<file path="src/rtl/serial_adder_unit.sv">
// Bit-serial add/subtract unit: one full-adder cell plus a registered carry,
// one operand bit per clock LSB first, with a start/busy/done handshake.

module adder_bit (
  input  logic a,
  input  logic b,
  input  logic cin,
  output logic s,
  output logic cout
);
  assign s    = a ^ b ^ cin;
  assign cout = (a & b) | (a & cin) | (b & cin);
endmodule

module serial_adder_unit #(
  parameter int WIDTH = 32
) (
  input  logic             clk,
  input  logic             reset,
  input  logic             start,
  input  logic             sub,
  input  logic [WIDTH-1:0] a,
  input  logic [WIDTH-1:0] b,
  output logic             busy,
  output logic             done,
  output logic [WIDTH-1:0] sum,
  output logic             cout,
  output logic             overflow,
  output logic             zero
);

  localparam int CW = (WIDTH > 1) ? $clog2(WIDTH) : 1;
  localparam logic [CW-1:0] LAST   = CW'(WIDTH - 1);
  localparam logic [CW-1:0] PENULT = CW'(WIDTH - 2);

  typedef enum logic [1:0] {IDLE, RUN, DONE} state_t;

  state_t           state_q, state_d;
  logic [WIDTH-1:0] sa, sb, result;
  logic [CW-1:0]    count;
  logic             carry, cmsb;
  logic             bit_s, bit_c;
  logic [WIDTH-1:0] next_result;

  adder_bit u_adder_bit (
    .a    (sa[0]),
    .b    (sb[0]),
    .cin  (carry),
    .s    (bit_s),
    .cout (bit_c)
  );

  assign next_result = {bit_s, result[WIDTH-1:1]};

  // NOTE: sequential state uses non-blocking assignments so every register
  // samples the pre-edge values of the others, regardless of statement order.
  always_ff @(posedge clk) begin
    if (reset) state_q <= IDLE;
    else       state_q <= state_d;
  end

  // NOTE: next-state gets its default first, so no path through the case
  // leaves it unassigned and no latch is inferred.
  always_comb begin
    state_d = state_q;
    unique case (state_q)
      IDLE:    if (start) state_d = RUN;
      RUN:     if (count == LAST) state_d = DONE;
      DONE:    state_d = IDLE;
      default: state_d = IDLE;
    endcase
  end

  assign busy = (state_q != IDLE);
  assign done = (state_q == DONE);

  always_ff @(posedge clk) begin
    if (reset) begin
      sa       <= '0;
      sb       <= '0;
      result   <= '0;
      count    <= '0;
      carry    <= 1'b0;
      cmsb     <= 1'b0;
      sum      <= '0;
      cout     <= 1'b0;
      overflow <= 1'b0;
      zero     <= 1'b0;
    end else begin
      unique case (state_q)
        IDLE: begin
          if (start) begin
            // Subtraction is a + ~b + 1: invert b and seed the carry with 1.
            sa    <= a;
            sb    <= b ^ {WIDTH{sub}};
            carry <= sub;
            count <= '0;
          end
        end
        RUN: begin
          result <= next_result;
          carry  <= bit_c;
          sa     <= sa >> 1;
          sb     <= sb >> 1;
          // Carry into the MSB, needed for the signed-overflow flag.
          if (count == PENULT) cmsb <= bit_c;
          if (count == LAST) begin
            sum      <= next_result;
            cout     <= bit_c;
            overflow <= cmsb ^ bit_c;
            zero     <= (next_result == '0);
          end else begin
            count <= count + 1'b1;
          end
        end
        default: ;
      endcase
    end
  end

endmodule

</file>
<file path="config.mk">
export PLATFORM = sky130hd
export DESIGN_NAME = serial_adder_unit
export DESIGN_NICKNAME = d
export VERILOG_FILES = /design/src/rtl/serial_adder_unit.sv
export SDC_FILE = /design/constraint.sdc
export NUM_CORES = 1
export LEC_CHECK = 0
export ABC_AREA = 1
export CAP_MARGIN = 20
export CELL_PAD_IN_SITES_DETAIL_PLACEMENT = 0
export CELL_PAD_IN_SITES_GLOBAL_PLACEMENT = 1
export CORE_ASPECT_RATIO = 0.75
export CORE_MARGIN = 8
export CORE_UTILIZATION = 41
export CTS_CLUSTER_SIZE = 8
export DETAILED_ROUTE_END_ITERATION = 8
export PLACE_DENSITY = 0.95
export SYNTH_ARGS = -nofsm -noshare
export SYNTH_HDL_FRONTEND = slang
export SYNTH_SLANG_ARGS = --single-unit
</file>
<file path="constraint.sdc">
create_clock -name clk -period 3.5 [get_ports clk]
set_input_delay 0.7 -clock clk [delete_from_list [all_inputs] [get_ports clk]]
set_output_delay 0.7 -clock clk [all_outputs]
set_load 0.02 [all_outputs]
</file>
==> impl_metrics.py <==
metrics = {
    "route": {
        "top_layer_used": "met4",
        "drc": 0,
        "ant_nets": 0,
        "route.met3.wl_um": 773,
        "wire_per_inst_um": 13.7,
        "drt_iter0_drc": 267,
        "wl_met1_um": 7160,
        "vias_per_cell": 5.04,
        "route.vias.total": 5178,
        "drt_pass1_iterations": 5,
        "drt-total-wl_um": 14000,
        "met2_length_um": 6020,
    },
    "place": {
        "gp_congestion": 0.772,
        "placed_area_um2": 6910,
        "portBuffers": 104,
        "pre_cts_ws_ns": 1.07,
        "dp_hpwl_um": 9270,
    },
    "synthesis": {
        "syn_area_per_cell_um2": 7.63,
        "synth_fa_ha_area_frac": 0.00985,
        "synth_compound_gate_area_share": 0.231,
        "synth_seq_area_share": 0.476,
        "synth_area_um2": 5840,
        "synth_top_family_by_area": "compound AO/OA/AOI/OAI gates",
        "synthSimpleGateAreaFrac": 0.202,
        "synth_xor_area_frac": 0.00300,
        "synthCells": 766,
        "synth_mux_area_frac": 0,
        "synthDistinctLibCells": 29,
        "yosysWarningCount": 0,
        "ys_seq_elements": 139,
        "synth_nets": 838,
    },
    "clock_network": {
        "cts_hold_buf": 0,
        "worstSkewPairLatency_ns": 0.41,
        "post_cts_resized": 0,
        "root_buffer": "clkbuf_16",
        "path_clk_slew_ns": 0.06,
        "cts_setup_buffers": 0,
        "cts_buffers": 17,
        "cts.sinks": 139,
        "cts_tree": "yes",
        "cts_buffer_depth": 2,
        "cts.htree.levels": 4,
    },
    "floorplan": {
        "die_x_um": 154,
        "design.die.area_um2": 18400,
        "core_area_um2": 13800,
        "die_h_um": 119,
        "initial_utilization": 0.422,
        "io_pins": 105,
        "rows": 37,
    },
    "power_and_ir_drop": {
        "power_density_nw_per_um2": 524,
        "clkPwrFrac": 0.451,
        "ir_drop_mv": 0.363,
        "cell_internal_pwr_mw": 2.94,
        "combPwrFrac": 0.108,
        "leakagePower_nw": 2.83,
        "p_total_mw": 3.93,
        "p_sw_mw": 0.986,
        "sw_frac_of_total": 0.251,
        "seqPwrFrac": 0.441,
    },
    "sta": {
        "setup_ws_ns": 0.901,
        "slew_headroom": 0.494,
        "worstMarginPinSlew_ns": 0.758,
        "setup_viol": 0,
        "rsz0062_at_grt": "false",
        "finClkSkew_ns": 0.00956,
        "timing.fmax_ghz": 0.385,
        "setup-tns-final_ns": 0,
        "min_period_ns": 2.60,
        "hold_viol_final": 0,
        "slew_viol_final": 0,
        "finalCritPeriodShare": 0.743,
    },
    "cells_and_area": {
        "final_nets": 912,
        "diodes": 0,
        "nFillCells": 1288,
        "multi_input_area_um2": 2620,
        "drive_above_1_share": 0.0926,
        "layout-area-overhead-vs-synth_pct": 28.3,
        "final-seq-area_um2": 2780,
        "postLayoutCellArea_um2": 7500,
    },
    "critical_path": {
        "critPathArrivalTime_ns": 1.90,
        "crit_fanout": 32,
        "r2r_slack_ns": 1.29,
        "crit_path_max_incr_delay_ns": 0.61,
        "worstSetupPathType": "reg -> out",
        "timing.rr.start": "state_q[1]$_SDFFE_PP0P_",
        "reg2reg_depth": 6,
        "slowest_stage": "clkdlybuf4s50_1",
        "start_kind": "flop",
        "worstPathRequired_ns": 2.80,
        "critPathTopFamily": "buffers and inverters",
        "cp-end-kind": "primary output",
        "r2r_end": "sb[28]$_SDFFE_PP0P_",
        "cp_cell_sequence": "inv_1, buf_4, nand2_1, clkdlybuf4s50_1",
        "cp-startpoint": "state_q[0]$_SDFFE_PP0P_",
        "cp_num_buf_inv": 3,
    },
    "grt": {
        "grt_pass1_vias": 4792,
        "grt_pass1_wl_um": 23400,
        "grt_max_degree": 69,
        "gr-usage-all-layers": 0.152,
        "antenna_found_initial": 0,
        "grt_overflow": 0,
    },
    "worst_hold_path": {
        "min_from": "cmsb$_SDFFE_PP0P_",
        "min_to": "cmsb$_SDFFE_PP0P_",
        "hold_depth": 2,
        "hold_class": "reg -> reg",
    },
    "run": {
        "cap_violations": 0,
    },
    "status": {
        "outcome": "finished clean",
    },
}
-- worst reg2reg max path: cells and delay by family (launching register included) --
| family | cells | cell delay [ns] |
|---|---|---|
| AND/OR/NAND/NOR | 2 | 0.97 |
| buffers and inverters | 2 | 0.58 |
| AO/OA/AOI/OAI | 2 | 0.30 |
| flip-flops | 1 | 0.30 |
-- layout make-up --
type | count | area share
flip-flops and latches | 139 | 0.371
multi-input cells | 525 | 0.349
repair buffers | 115 | 0.151
clock buffers | 19 | 0.0591
well taps | 175 | 0.0292
inverters | 42 | 0.0212
clock inverters | 13 | 0.0192
-- cells in the final DEF, fill, tap and decap left out, types with 2 or more instances in the layout --
cell type / instances
ha_1: 3
nand2_4: 3
inv_1: 38
buf_4: 10
a31oi_1: 32
clkbuf_16: 17
o21ai_1: 52
o21ai_0: 102
clkinv_4: 3
nor2_1: 30
or2_0: 5
or2_2: 26
inv_2: 3
dfxtp_1: 139
bufinv_16: 2
clkinvlp_4: 4
a211oi_1: 5
clkinv_2: 3
clkdlybuf4s50_1: 104
inv_6: 2
nand2_1: 119
nand3_1: 74
a21oi_1: 66
-- Yosys cell counts (all sizes together) --
master	instances	share of area
a21oi	66	0.057
a31oi	32	0.034
inv	42	0.027
xnor2	1	0.0015
or2	31	0.033
nor2	32	0.022
o21ai	154	0.13
clkbuf	23	0.015
dfxtp	139	0.48
nor3	1	0.00086
ha	3	0.0064
nand3	75	0.065
fa	1	0.0034
a211oi	5	0.0064
xor2	1	0.0015
buf	37	0.036
nand2	122	0.080
o31ai	1	0.0021
-- registers in the layout, indices dropped and copies added, names as in the netlist --
register / flops
carry: 1
cmsb: 1
count: 5
cout: 1
overflow: 1
result: 31
sa: 32
sb: 32
state_q: 2
sum: 32
zero: 1
-- kinds of logic (layout without fill, tap and decap cells) --
logic type,after synthesis,in the layout
DFF,139,139
adders and majority gates,4,4
and+or+nand+nor,261,261
AOI/OAI and AO/OA,258,258
xor gates and xnor gates,2,2
buffers and inverters,102,189
-- power by group through the flow --
stage          Combinational, mW  Clock (mW)  Sequential (mW)
2_1_floorplan              0.291           0             1.75
3_3_place_gp               0.420           0             1.76
3_5_place_dp               0.426           0             1.77
4_1_cts                    0.428        1.79             1.73
5_1_grt                    0.484        1.87             1.75
6_report                   0.424        1.77             1.73
-- per-layer routing --
layer  global-route usage  vias to the layer above
met2                0.231                      104
met1                0.204                     2311
met3               0.0480                        9
met4               0.0421                        0
met5                    0                        -
li1                     -                     2754
-- worst max path at each step --
stage	to	slack, ns	depth (start not counted)
global placement	result[25]$_SDFFE_PP0P_	1.11	5
floorplan	sum[12]$_SDFFE_PP0P_	1.89	9
finish	busy	0.90	4
global route	busy	0.82	4
detailed placement	sb[28]$_SDFFE_PP0P_	1.07	6
CTS	busy	0.89	4
-- metrics by stage --
| stage | util | hold WS (ns) | instances |
|---|---|---|---|
| final | 0.542 | 0.461 | 1028 |
| after global routing | 0.542 | 0.494 | 1028 |
| after CTS | 0.542 | 0.463 | 1028 |
| after detailed placement | 0.499 | 0.454 | 996 |
| after global placement | 0.499 | 0.450 | 996 |
| after floorplan | - | 0.436 | 766 |
(Power assumes the default switching activity.)
